==> src/rtl/prog_loader.sv <==
// Boot-time program loader: takes a length-prefixed byte stream and writes
// little-endian 32-bit words into instruction memory. The core enable is
// raised only after the last word has been committed.
//
// Handshake: a byte is consumed on every rising edge where
// l_i_valid && l_o_ready. l_o_ready depends only on the current state.
// Nothing is consumed in IDLE, FLUSH, DONE or ERR.
module prog_loader #(
  parameter int IWIDTH      = 32,
  parameter int IMEM_AWIDTH = 10
) (
  input  logic                   l_clk,
  input  logic                   l_rst,
  input  logic                   l_i_start,
  input  logic [7:0]             l_i_byte,
  input  logic                   l_i_valid,
  output logic                   l_o_ready,
  output logic                   l_o_imem_we,
  output logic [IMEM_AWIDTH-1:0] l_o_imem_addr,
  output logic [IWIDTH-1:0]      l_o_imem_data,
  output logic                   l_o_ce,
  output logic                   l_o_busy,
  output logic                   l_o_done,
  output logic                   l_o_err
);

  typedef enum logic [2:0] {
    S_IDLE   = 3'd0,
    S_LEN_LO = 3'd1,
    S_LEN_HI = 3'd2,
    S_DATA   = 3'd3,
    S_FLUSH  = 3'd4,
    S_DONE   = 3'd5,
    S_ERR    = 3'd6
  } state_e;

  // Largest legal word count is the full memory, 2^IMEM_AWIDTH words.
  localparam logic [16:0] MAX_WORDS = 17'(1) << IMEM_AWIDTH;

  state_e                 state_q, state_d;
  logic [15:0]            len_q, len_d;
  logic [IMEM_AWIDTH:0]   idx_q, idx_d;
  logic [1:0]             cnt_q, cnt_d;
  logic [23:0]            lane_q, lane_d;
  logic                   we_q, we_d;
  logic [IMEM_AWIDTH-1:0] addr_q, addr_d;
  logic [IWIDTH-1:0]      data_q, data_d;

  logic        accept;
  logic [15:0] n_full;
  logic [16:0] idx_inc;

  // Ready and status flags are pure decodes of the current state.
  always_comb begin
    l_o_ready = (state_q == S_LEN_LO) || (state_q == S_LEN_HI) || (state_q == S_DATA);
    l_o_busy  = l_o_ready || (state_q == S_FLUSH);
    l_o_done  = (state_q == S_DONE);
    l_o_ce    = (state_q == S_DONE);
    l_o_err   = (state_q == S_ERR);
  end

  assign accept        = l_i_valid && l_o_ready;
  assign n_full        = {l_i_byte, len_q[7:0]};
  // Index widened so the comparison against the full 16-bit count is exact.
  assign idx_inc       = 17'(idx_q) + 17'd1;
  assign l_o_imem_we   = we_q;
  assign l_o_imem_addr = addr_q;
  assign l_o_imem_data = data_q;

  // Next-state and datapath updates; write strobe defaults low so it pulses.
  always_comb begin
    state_d = state_q;
    len_d   = len_q;
    idx_d   = idx_q;
    cnt_d   = cnt_q;
    lane_d  = lane_q;
    we_d    = 1'b0;
    addr_d  = addr_q;
    data_d  = data_q;
    case (state_q)
      S_IDLE, S_DONE, S_ERR: begin
        if (l_i_start) state_d = S_LEN_LO;
      end
      S_LEN_LO: begin
        if (accept) begin
          len_d   = {len_q[15:8], l_i_byte};
          state_d = S_LEN_HI;
        end
      end
      S_LEN_HI: begin
        if (accept) begin
          len_d = n_full;
          if (n_full == 16'd0) begin
            state_d = S_DONE;
          end else if ({1'b0, n_full} > MAX_WORDS) begin
            state_d = S_ERR;
          end else begin
            state_d = S_DATA;
            idx_d   = '0;
            cnt_d   = 2'd0;
          end
        end
      end
      S_DATA: begin
        if (accept) begin
          cnt_d = cnt_q + 2'd1;
          case (cnt_q)
            2'd0: lane_d[7:0]   = l_i_byte;
            2'd1: lane_d[15:8]  = l_i_byte;
            2'd2: lane_d[23:16] = l_i_byte;
            default: begin
              // Fourth byte completes the word: register the write port.
              data_d = IWIDTH'({l_i_byte, lane_q});
              addr_d = idx_q[IMEM_AWIDTH-1:0];
              we_d   = 1'b1;
              idx_d  = idx_inc[IMEM_AWIDTH:0];
              if (idx_inc == {1'b0, len_q}) state_d = S_FLUSH;
            end
          endcase
        end
      end
      S_FLUSH: state_d = S_DONE;
      default: state_d = S_IDLE;
    endcase
  end

  // State and datapath registers with synchronous reset.
  always_ff @(posedge l_clk) begin
    if (l_rst) begin
      state_q <= S_IDLE;
      len_q   <= '0;
      idx_q   <= '0;
      cnt_q   <= '0;
      lane_q  <= '0;
      we_q    <= 1'b0;
      addr_q  <= '0;
      data_q  <= '0;
    end else begin
      state_q <= state_d;
      len_q   <= len_d;
      idx_q   <= idx_d;
      cnt_q   <= cnt_d;
      lane_q  <= lane_d;
      we_q    <= we_d;
      addr_q  <= addr_d;
      data_q  <= data_d;
    end
  end

endmodule

==> config.mk <==
export PLATFORM = sky130hd
export DESIGN_NAME = prog_loader
export DESIGN_NICKNAME = d
export VERILOG_FILES = /design/src/rtl/prog_loader.sv
export SDC_FILE = /design/constraint.sdc
export NUM_CORES = 1
export LEC_CHECK = 0
export BUFFER_PORTS_ARGS = -buffer_cell sky130_fd_sc_hd__buf_2
export CORE_MARGIN = 4
export CORE_UTILIZATION = 50
export CTS_CLUSTER_DIAMETER = 120
export DETAILED_ROUTE_END_ITERATION = 8
export HOLD_SLACK_MARGIN = 0.03
export PLACE_DENSITY = 0.71
export RECOVER_POWER = 50
export SYNTH_ARGS = -nofsm -noshare
export SYNTH_HDL_FRONTEND = slang
export SYNTH_SLANG_ARGS = --single-unit
==> constraint.sdc <==
create_clock -name l_clk -period 6.1 [get_ports l_clk]
set_input_delay 0.305 -clock l_clk [delete_from_list [all_inputs] [get_ports l_clk]]
set_output_delay 0.305 -clock l_clk [all_outputs]
set_load 0.1 [all_outputs]
Word level (Yosys, flattened, before mapping):

Cells that the tools add are included.
Widths: inputs -> output; s select.

* muxes and demuxes: 24
* equality and inequality tests: 17
* order comparisons: 1
* reductions and logical operators: 20
* $add $sub $neg: 2
* bitwise gates (word level): 5

Operators with widths (count)
* $mux 11: 5
* $pmux 16 s2: 1
* $mux 3: 8
* $pmux 11 s2: 1
* $reduce_and 3->1: 6
* $eq 12x16->1: 1
* $gt 16x11->1 const B: 1
* $logic_not 16->1: 1
* $mux 16: 1
* $pmux 3 s5: 1
* $ne 2x2->1 const B: 7
* $add 11x1->12 const B: 1
* $reduce_and 6->1: 2
* $eq 3x3->1 const B: 3
* $reduce_or 3->1: 3
* $mux 2: 4
* $mux 8: 1
* $eq 3x2->1 const B: 2
* $not 1->1: 5
* $reduce_and 5->1: 1
* $pmux 2 s2: 1
* $eq 3x1->1 const B: 1
* $logic_not 3->1: 1
* $logic_or 1x1->1: 3
* 8 further kinds: 8

* flip-flop bits (word level): 99
* output and inout port bits: 48
* logic and storage cells: 80

Logic depth before layout (Yosys ltp):

Gate-level depths: netlist of the first run.

* word-level depth: 6
* depth in mapped cells: 8
* depth with buffers taken out: 7

Worst setup path after synthesis of the first run:

Ideal clock, no wire load.

* path type: reg2out
* start point: register state_q[0]
* end point: output l_o_done
* slack: 2.385 ns
* stages on the path, launching flop included: 6
* arrival: 3.410 ns
* data required time: 5.795 ns
* cells stage by stage: dfxtp_1 > clkbuf_2 > buf_2 > inv_1 > nor3_1 > buf_4

* cells in the longest elaborated chain, start to end: 1

RTL lines
* from (decl): line 40 `state_e state_q, state_d;`
* from (signal assigned): line 139 `state_q <= state_d;`
* $eq 3x3->1
* to (decl): line 23 `output logic l_o_done,`

Every way passes these cells.

Worst setup path in the final report of the first run:

* start point: register state_q[1]
* end point: register lane_q[21]

* cells in the longest elaborated chain, start to end: 5

RTL lines
* $eq 3x1->1 / $eq 3x2->1 (equally long branches): line 55 `l_o_ready = (state_q == S_LEN_LO) || (state_q == S_LEN_HI) || (state_q == S_DATA);`
* $logic_or 1x1->1 (2 in a row): line 55
* $logic_and 1x1->1: line 62 `assign accept = l_i_valid && l_o_ready;`
* $reduce_and 3->1 (no line) *
* to (signal assigned): line 143 `lane_q <= lane_d;`
* to (decl): line 44 `logic [23:0] lane_q, lane_d;`

Every way passes the cells marked *; elsewhere a longest branch is shown, timed or not.
A chain may end at the register's enable or synchronous reset.

==> results of run 1 <==
registers in the layout (all words and copies together) (netlist names):
name	count
state_q	3
l_o_imem_addr	10
len_q	16
lane_q	24
cnt_q	2
idx_q	11
l_o_imem_we	1
l_o_imem_data	32
kinds of logic after synthesis:
family,after synthesis
multiplexers,9
XOR/XNOR,17
buffers and inverters,47
AO/OA/AOI/OAI,122
AND/OR/NAND/NOR,247
flip-flops,99
adder cells (fa/ha/maj),5
power by group through the flow:
stage	logic, mW	clock network, mW	registers (mW)
final	0.381	0.404	0.715
after global routing	0.415	0.433	0.722
after CTS	0.385	0.407	0.714
after detailed placement	0.384	0	0.729
after global placement	0.379	0	0.730
after floorplan	0.308	0	0.733
cell usage in the layout, fill, tap and decap left out, types with 4 or more instances in the layout:
cell type and n:
a21oi_1 93, and3_1 4, buf_2 14, clkbuf_1 47, clkbuf_8 9, dfxtp_1 99, ha_1 5, inv_1 7
mux2i_1 9, nand2_1 136, nand3_1 31, nand4_1 4, nor2_1 30, nor3_1 11, nor4_1 6, o21ai_0 12
xnor2_1 10, xor2_1 7
routing by layer:
metal  share of wire [%]  GRT usage [%]  up-vias
li1                    -              -     1924
met2                  48           33.6       99
met1                  46           28.6     1808
met3                 4.6           4.15        9
met5                   0              0        -
met4                 1.1           5.91        0
critical path: stages (launching register included):
cell	delay, ns
dfxtp_1	0.62
and2b_1	0.28
nand2_1	0.10
nor2_1	0.09
clkbuf_1	0.86
nand2_1	0.41
nand2_1	0.16
a21oi_1	0.07
worst min path at each step:
stage / from / end / depth (start not counted)
after floorplan: len_q[14] / len_q[14] / 2
after global placement: len_q[15] / len_q[15] / 2
after detailed placement: lane_q[1] / l_o_imem_data[1] / 2
after CTS: l_i_byte[1] / lane_q[9] / 3
after global routing: l_i_byte[4] / len_q[12] / 3
final: l_i_byte[1] / l_o_imem_data[25] / 3
through the flow:
stage          hold slack, ns  instances  area (µm²)
2_1_floorplan           0.431        546        4310
3_3_place_gp            0.439        674        4570
3_5_place_dp            0.443        674        4570
4_1_cts                 0.253        690        4760
5_1_grt                 0.244        690        4700
6_report                0.259        690        4700
final cells by class:
type / instances / area [µm²] / area share, %
repair buffers: 63 / 265 / 5.65
flip-flops and latches: 99 / 1980 / 42.2
multi-input cells: 400 / 2110 / 44.9
clock inverters: 6 / 55.1 / 1.17
inverters: 7 / 26.3 / 0.560
well taps: 105 / 131 / 2.80
clock buffers: 10 / 128 / 2.72
synthesized netlist by cell type, types with 4 or more instances:
cell,number,area [µm²]
a21oi_1,93,465
and3_1,4,25.0
buf_1,4,15.0
buf_2,9,45.0
clkbuf_1,21,78.8
dfxtp_1,99,1980
ha_1,5,62.6
inv_1,7,26.3
mux2i_1,9,90.1
nand2_1,136,510
nand3_1,31,155
nand4_1,4,25.0
nor2_1,30,113
nor3_1,12,60.1
nor4_1,6,37.5
o21ai_0,12,60.1
xnor2_1,10,87.6
xor2_1,7,61.3
==> impl_metrics.ini, run 1 <==
[global_routing]
grt_antenna_before_repair = 0
grt_max_degree = 102
grt_pass1_vias = 3600
grt_pass1_wl_um = 17200
grt-ovfl-total = 0
track_usage_pct = 20.9

[logic_synthesis]
syn-cell-area_um2 = 4310
yosys-mux-area-fraction_pct = 2.09
synth_flop_cell = dfxtp_1
synth_top_family_by_area = simple AND/OR/NAND/NOR gates
synthCells = 546
syn-num-nets = 563
synth-xor-area-share_pct = 3.45
avgSynthCellArea_um2 = 7.89
synth_adder_area_share_pct = 1.45
synthSimpleGateAreaFrac_pct = 26.0
ys_types = 53
synth_edf_count = 0
ys_warn_count = 0
yosysSeqAreaShare_pct = 46.0
synth_compound_area_share_pct = 15.8
async_reset_ff_share_pct = 0
ys_ff_latch = 99

[floorplan]
die_x_um = 101
core_area_um2 = 8300
start_util_pct = 51.9
ioPinCount = 60
die-area_um2 = 10200
die_y_um = 101
rows = 33

[layout]
area_delta_synth_final_pct = 8.94
final_util_pct = 56.6
layout-drive-gt1-share_pct = 7.01
n_fill_cell = 798
nets = 597
insertedDiodeCount = 0

[setup_path]
cp_data_required_time_ns = 6.32
critical_path_class = flip-flop to flip-flop
reg2reg_to = lane_q[21]
crit_path_start = state_q[1]
cp-start-kind = flip-flop
crit_arrival_ns = 2.98
r2r_slack_ns = 3.33
timing.rr.start = state_q[1]
cp-endpoint = lane_q[21]
path_max_fanout = 28
critPathCaptureType = flip-flop
rr_worst_depth = 7

[timing]
fmax_ghz = 0.361
slew_headroom_pct = 21.4
rsz0062_at_grt = no
fin_skew_ns = 0.0115
fin_tns_setup_ns = 0
worst_pin_slew_ns = 1.18
setup_violations = 0
fin_crit_ns = 2.77
hold_violations = 0
setup_ws_ns = 3.33
drv_slew = 0
post-route-period-util_pct = 45.4

[detailed_routing]
drt-pass1-iter-count = 4
drt_iter0_markers = 236
num_vias = 3840
via_per_inst = 5.57
post_drt_wl_per_cell_um = 14.9
drc = 0
antenna_left = 0
wl_um = 10300

[clock_tree]
cts_buffers = 9
clk_path_buf_depth = 2
cts_tree = built
h-tree-depth = 3
cts_hold_buf = 0
root_buffer = clkbuf_8
post-cts-setup-buffer-count = 0
path_clk_slew_ns = 0.10
clock_latency_ns = 0.37
cts.repair.resized = 0
cts_sinks = 99

[placement]
gp_congestion = 0.896
dp_slack_ns = 3.63
port_buffers = 59
dp_hpwl_um = 6830

[power]
power_frac_seq_pct = 47.7
clkPwrFrac_pct = 26.9
sw_frac_of_total_pct = 38.0
leakagePower_nw = 1.59
p_int_mw = 0.931
p_comb_share_pct = 25.4
irDropWorstVdd_uv = 257
power_density_nw_per_um2 = 320
power_mw = 1.50
switchingPower_mw = 0.570

[job]
maxCapViolCount = 0

[outcome]
run_status = finished clean

[hold_path]
hold_class = input port to flip-flop
Note: power is estimated with default switching activity, not from simulation.
==> inputs of run 2 (changes only) <==
--- a/config.mk
+++ b/config.mk
@@ -5,6 +5,7 @@
 export SDC_FILE = /design/constraint.sdc
 export NUM_CORES = 1
 export LEC_CHECK = 0
+export ABC_AREA = 1
 export BUFFER_PORTS_ARGS = -buffer_cell sky130_fd_sc_hd__buf_2
 export CORE_MARGIN = 4
 export CORE_UTILIZATION = 50
==> constraint.sdc (replaced) <==
create_clock -name l_clk -period 2.8 [get_ports l_clk]
set_input_delay 0.14 -clock l_clk [delete_from_list [all_inputs] [get_ports l_clk]]
set_output_delay 0.14 -clock l_clk [all_outputs]
set_load 0.1 [all_outputs]
==> run 2 against run 1 <==
Compared with the run above:
- count of clock-buffer cells in the layout shrank 1
- critical path depth grew 1
- highest routed layer unchanged
- largest cell class is now sequential cells
- total power grew 150%
- synthesized area shrank 1.2%
- critical endpoint is now l_o_imem_data[30]
- sequential cell count is the same
- cell area grew 0.67%
==> impl_metrics.ini, run 2 <==
[setup_path]
r2r_slack_ns = 0.57
path_cells = nor3_4 > inv_1 > nor2_4 > nand2_2 > clkinv_2 > buf_4 > nor2_1 > nor2_1
crit_path_start = state_q[2]
crit_arrival_ns = 2.49
cp_num_buf_inv = 3
critPathTopFamily = buffers and inverters
crit_path_frequent_cell = nor2_1
path_max_fanout = 44
critPathCaptureType = flip-flop
path_depth = 8
reg2reg_to = l_o_imem_data[30]
max_stage_delay_ns = 0.51
cp-start-kind = flip-flop
timing.rr.start = state_q[2]
crit_path_top_delay_cell = dfxtp_1
rr_worst_depth = 8
cp-endpoint = l_o_imem_data[30]
critical_path_class = flip-flop to flip-flop
cp_data_required_time_ns = 3.06

[logic_synthesis]
ys_ff_latch = 99
ys_types = 30
ys_warn_count = 0
async_reset_ff_share_pct = 0
synthTopCellsByArea = dfxtp_1 47%, nor2_1 12%, o21ai_0 9.9%, a21oi_1 6.7%, nand2_1 5.7%
synthCells = 590
syn-num-nets = 607
yosys.area.top_type = dfxtp_1
syn-cell-area_um2 = 4260
synth_edf_count = 0
synth_common_cells = 134 x nor2_1, 99 x dfxtp_1, 84 x o21ai_0
avgSynthCellArea_um2 = 7.22
synth_flop_cell = dfxtp_1
synth_top_cell_area_share_pct = 46.5
yosysSeqAreaShare_pct = 46.5
yosys.cell_count.top_type = nor2_1

[job]
maxCapViolCount = 0

[power]
sw_frac_of_total_pct = 38.3
clkPwrFrac_pct = 25.0
irDropWorstVdd_uv = 745
leakagePower_nw = 1.85
switchingPower_mw = 1.41
p_comb_share_pct = 29.0
power_frac_seq_pct = 45.9
p_int_mw = 2.27
power_density_nw_per_um2 = 778

[detailed_routing]
drt_iter0_markers = 170
wl_um = 9750
drt-pass1-iter-count = 5
antenna_left = 0
via_per_inst = 5.17
num_vias = 3868
post_drt_wl_per_cell_um = 13.0
drc = 0

[global_routing]
grt_max_degree = 73
grt_antenna_before_repair = 0
grt_pass1_vias = 3447
track_usage_pct = 19.6
grt_pass1_wl_um = 15900
grt-ovfl-total = 0

[timing]
fmax_ghz = 0.449
hold_violations = 0
fin_crit_ns = 2.23
slew_headroom_pct = 21.6
fin_skew_ns = 0.0109
drv_slew = 0
post-route-period-util_pct = 79.6
worst_pin_slew_ns = 1.18
whs_ns = 0.128
setup_violations = 0
fin_tns_setup_ns = 0
setup_ws_ns = 0.572
rsz0062_at_grt = no

[clock_tree]
root_buffer = clkbuf_8
clock_latency_ns = 0.36
post-cts-setup-buffer-count = 0
cts_sinks = 99
clk_path_buf_depth = 2
h-tree-depth = 3
cts.repair.resized = 0
cts_hold_buf = 0
cts_buffers = 9
path_clk_slew_ns = 0.09
cts_tree = built

[layout]
final_cell_mix = 137 x nor2_1, 99 x dfxtp_1, 84 x o21ai_0, 65 x nand2_1, 57 x a21oi_1
area_delta_synth_final_pct = 11.0
final_common_cell = nor2_1
stdcell_area_um2 = 4730
layout-drive-gt1-share_pct = 6.69
insertedDiodeCount = 0
n_fill_cell = 846
largest_reg_flops = 32
nets = 655

[floorplan]
start_util_pct = 51.6
ioPinCount = 60
die_x_um = 100
die-area_um2 = 10100
rows = 33
die_y_um = 100
core_area_um2 = 8260

[placement]
dp_hpwl_um = 6950
gp_congestion = 0.877
placed_area_um2 = 4600
dp_slack_ns = 0.699
port_buffers = 59

[outcome]
run_status = finished clean

[hold_path]
hold_class = input port to flip-flop
run 2: cell count changes after synthesis, moves of 6 or more:
| cell | delta |
|---|---|
| o21ai_0 | +72 |
| mux2i_1 | -9 |
| xor2_1 | -7 |
| nor3_1 | -8 |
| a21oi_1 | -36 |
| a211oi_1 | +8 |
| inv_1 | +36 |
| nor4_1 | -6 |
| nand2_1 | -71 |
| xnor2_1 | -9 |
| nor2_1 | +104 |
| clkbuf_1 | -7 |
run 2: tightest hold or removal path, stage by stage:
cell and delay [ns]:
buf_2 0.12, a21oi_1 0.14, a211oi_1 0.05
run 2: how the worst min path moves through the flow:
stage,to,from,slack (ns),depth (start not counted)
floorplan,len_q[2],l_rst,0.22,1
global placement,len_q[13],len_q[13],0.44,2
detailed placement,len_q[15],len_q[15],0.45,2
CTS,len_q[2],l_i_byte[2],0.10,3
global route,l_o_imem_we,l_rst,0.13,2
finish,len_q[2],l_i_byte[2],0.13,3
run 2: routing by layer:
layer	vias to the layer above	global-route usage [%]	wire length (µm)	part of all wire [%]
met4	0	4.97	96	0.98
met1	1750	25.3	4600	47
li1	2027	-	-	-
met5	-	0	0	0
met3	8	4.10	433	4.4
met2	83	33.4	4620	47
run 2: logic make-up after synthesis:
group	after synthesis	share of synthesized area, %
and+or+nand+nor	253	25.4
xor gates and xnor gates	1	0.206
AOI/OAI and AO/OA	155	18.8
DFF	99	46.5
buffers and inverters	77	7.52
adders and majority gates	5	1.47
run 2: per-stage QoR:
step | utilization [%] | power, mW | cells
2_1_floorplan | - | 2.58 | 590
3_3_place_gp | 55.7 | 2.77 | 732
3_5_place_dp | 55.7 | 2.80 | 732
4_1_cts | 58.1 | 3.72 | 748
5_1_grt | 57.2 | 3.91 | 748
6_report | 57.2 | 3.68 | 748
run 2: power groups by stage:
stage	combinational [mW]	sequential, mW	clock (mW)
floorplan	0.894	1.69	0
global route	1.21	1.71	0.996
finish	1.07	1.69	0.921
detailed placement	1.08	1.72	0
global placement	1.06	1.71	0
CTS	1.08	1.69	0.950
run 2: cell type report:
type	count	area, µm²	share of cell area [%]
clock buffer	9	124	2.62
clock inverter	7	75.1	1.59
timing repair buffer	62	270	5.72
tap	105	131	2.78
inverter	52	196	4.16
multi-input combinational	414	1950	41.2
sequential	99	1980	41.9
==> inputs of run 3 (changes only) <==
--- a/config.mk
+++ b/config.mk
@@ -12,7 +12,7 @@
 export CTS_CLUSTER_DIAMETER = 120
 export DETAILED_ROUTE_END_ITERATION = 8
 export HOLD_SLACK_MARGIN = 0.03
-export PLACE_DENSITY = 0.71
+export PLACE_DENSITY = 0.74
 export RECOVER_POWER = 50
 export SYNTH_ARGS = -nofsm -noshare
 export SYNTH_HDL_FRONTEND = slang
==> constraint.sdc (replaced) <==
create_clock -name l_clk -period 1.89 [get_ports l_clk]
set_input_delay 0.0945 -clock l_clk [delete_from_list [all_inputs] [get_ports l_clk]]
set_output_delay 0.0945 -clock l_clk [all_outputs]
set_load 0.1 [all_outputs]
==> run 3 against run 2 <==
Compared with the run above:
- non-clock buffer count up 18
- cell count up 2.7%
- critical path depth up 7
- utilization up 4.3 points
- fmax up 26%
- sequential power up 50%
- clock power up 54%
- worst setup slack worse by 0.45 ns
- total power up 58%
- die area unchanged
- combinational power up 75%
- first-iteration DRC count up 28%
==> impl_metrics.ini, run 3 (synthesized netlist as in run 2, its figures left out) <==
[outcome]
run_status = finished clean

[clock_tree]
cts_tree = built
root_buffer = clkbuf_8
cts_buffers = 9
clock_latency_ns = 0.37
h-tree-depth = 3
cts_sinks = 99
cts_hold_buf = 0
clk_path_buf_depth = 2
path_clk_slew_ns = 0.10

[timing]
rsz0062_at_grt = yes
worst_pin_slew_ns = 0.545
slew_headroom_pct = 63.8
fin_skew_ns = 0.0107
hold_violations = 0
post-route-period-util_pct = 93.7
fmax_ghz = 0.564
drv_slew = 0
setup_ws_ns = 0.118
setup_violations = 0
fin_crit_ns = 1.77

[floorplan]
die_y_um = 100
start_util_pct = 51.6
rows = 33
die-area_um2 = 10100
die_x_um = 100
ioPinCount = 60
core_area_um2 = 8260

[power]
p_int_mw = 3.51
irDropWorstVdd_uv = 1160
leakagePower_nw = 2.13
clkPwrFrac_pct = 24.4
sw_frac_of_total_pct = 39.8
power_mw = 5.82
power_frac_seq_pct = 43.4
switchingPower_mw = 2.31
power_density_nw_per_um2 = 1150
p_comb_share_pct = 32.2

[job]
maxCapViolCount = 0

[setup_path]
cp-endpoint = state_q[2]
crit_path_top_delay_cell = dfxtp_4
rr_worst_depth = 15
crit_path_frequent_cell = nand2_1
path_max_fanout = 5
cp-start-kind = flip-flop
critPathCaptureType = flip-flop
r2r_slack_ns = 0.12
crit_path_start = idx_q[0]
timing.rr.start = idx_q[0]
cp_num_buf_inv = 1
cp_data_required_time_ns = 2.16
crit_arrival_ns = 2.04
path_depth = 15
critical_path_class = flip-flop to flip-flop
max_stage_delay_ns = 0.37
reg2reg_to = state_q[2]
critPathTopFamily = simple AND/OR/NAND/NOR gates
path_cells = ha_4 > inv_1 > nand2_1 > nand2_1 > nand2_1 > nor2_1 > nand2_1 > nor2_1 > nand3_1 > nor2_1 > nand2_2 > nand2_4 > nand3_1 > nand2_1 > nor2_1

[detailed_routing]
top_layer = met4
drc = 0
wl_um = 10400
wl_met1_um = 4680
drt_iter0_markers = 217
antenna_left = 0
drt-pass1-iter-count = 5
wl_met3_um = 573
via_per_inst = 5.28
num_vias = 4056
met2_length_um = 4950
post_drt_wl_per_cell_um = 13.6

[global_routing]
grt-ovfl-total = 0
grt_pass1_wl_um = 16000
grt_pass1_vias = 3569
track_usage_pct = 19.7
grt_max_degree = 87
grt_antenna_before_repair = 0

[layout]
final_util_pct = 61.5
layout-drive-gt1-share_pct = 20.5
final_common_cell = nor2_1
largest_reg_flops = 32
stdcell_area_um2 = 5080
finalNonFillerCells = 768
area_delta_synth_final_pct = 19.4
final_cell_mix = 130 x nor2_1, 94 x dfxtp_1, 83 x o21ai_0, 60 x nand2_1, 57 x a21oi_1
insertedDiodeCount = 0
nets = 675

[placement]
dp_cells = 745
placed_area_um2 = 4720
gp_congestion = 0.835
port_buffers = 59
dp_hpwl_um = 7040
dp_slack_ns = -0.0164

[hold_path]
min_from = l_rst
hold_class = input port to flip-flop
run 3: changes by cell type in the layout (fill, tap and decap cells not counted), moves of 4 or more:
cell | before | now
dfxtp_1 | 99 | 94
nor2_4 | 2 | 7
buf_2 | 11 | 16
buf_4 | 2 | 17
nor2_1 | 137 | 130
inv_1 | 47 | 43
clkbuf_1 | 48 | 0
dfxtp_2 | 0 | 4
clkbuf_2 | 0 | 43
inv_2 | 1 | 5
nand2_1 | 65 | 60
run 3: repair_timing:
| action | in CTS | in global routing |
|---|---|---|
| hold endpoints to repair | 0 | 0 |
| setup buffers | 0 | 5 |
| setup endpoints to repair | 2 | 24 |
| gates resized for setup | 1 | 28 |
| gates cloned | 0 | 2 |
| pin swaps | 0 | 9 |
run 3: worst min-delay path by stage:
stage | endpoint | slack [ns] | cells after the start
global placement | len_q[15] | 0.44 | 2
finish | l_o_imem_we | 0.08 | 2
detailed placement | len_q[13] | 0.44 | 2
floorplan | len_q[2] | 0.17 | 1
global route | l_o_imem_we | 0.08 | 2
CTS | l_o_imem_we | 0.06 | 2
run 3: per-stage QoR:
stage | setup TNS (ns) | hold WS (ns)
final | 0 | 0.0779
after global routing | -0.155 | 0.0776
after floorplan | -0.139 | 0.173
after CTS | 0 | 0.0606
after detailed placement | -0.0164 | 0.442
after global placement | 0 | 0.438
run 3: power by group through the flow:
stage                     Clock (mW)  Sequential [mW]  Combinational, mW
after floorplan                    0             2.50               1.35
after global placement             0             2.55               1.62
after detailed placement           0             2.55               1.67
after CTS                       1.46             2.51               1.68
after global routing            1.53             2.55               2.08
final                           1.42             2.53               1.87
run 3: worst register-to-register path, cell delays in order (launching register included):
cell	delay, ns
dfxtp_4	0.37
ha_4	0.24
inv_1	0.08
nand2_1	0.06
nand2_1	0.06
nand2_1	0.05
nor2_1	0.11
nand2_1	0.06
nor2_1	0.09
nand3_1	0.07
nor2_1	0.12
nand2_2	0.09
nand2_4	0.08
nand3_1	0.08
nand2_1	0.09
nor2_1	0.04
run 3: area by class of cell:
type	instances	area (µm²)
inverter	52	196
multi-input combinational	416	2070
timing repair buffer	80	485
fill	781	3180
clock inverter	7	81.3
sequential	99	1990
clock buffer	9	124
tap	105	131
run 3: metal layers:
layer / track usage, % / vias to the layer above
met2: 33.2 / 121
met5: 0 / -
met4: 7.05 / 0
met1: 24.6 / 1846
li1: - / 2068
met3: 4.73 / 21
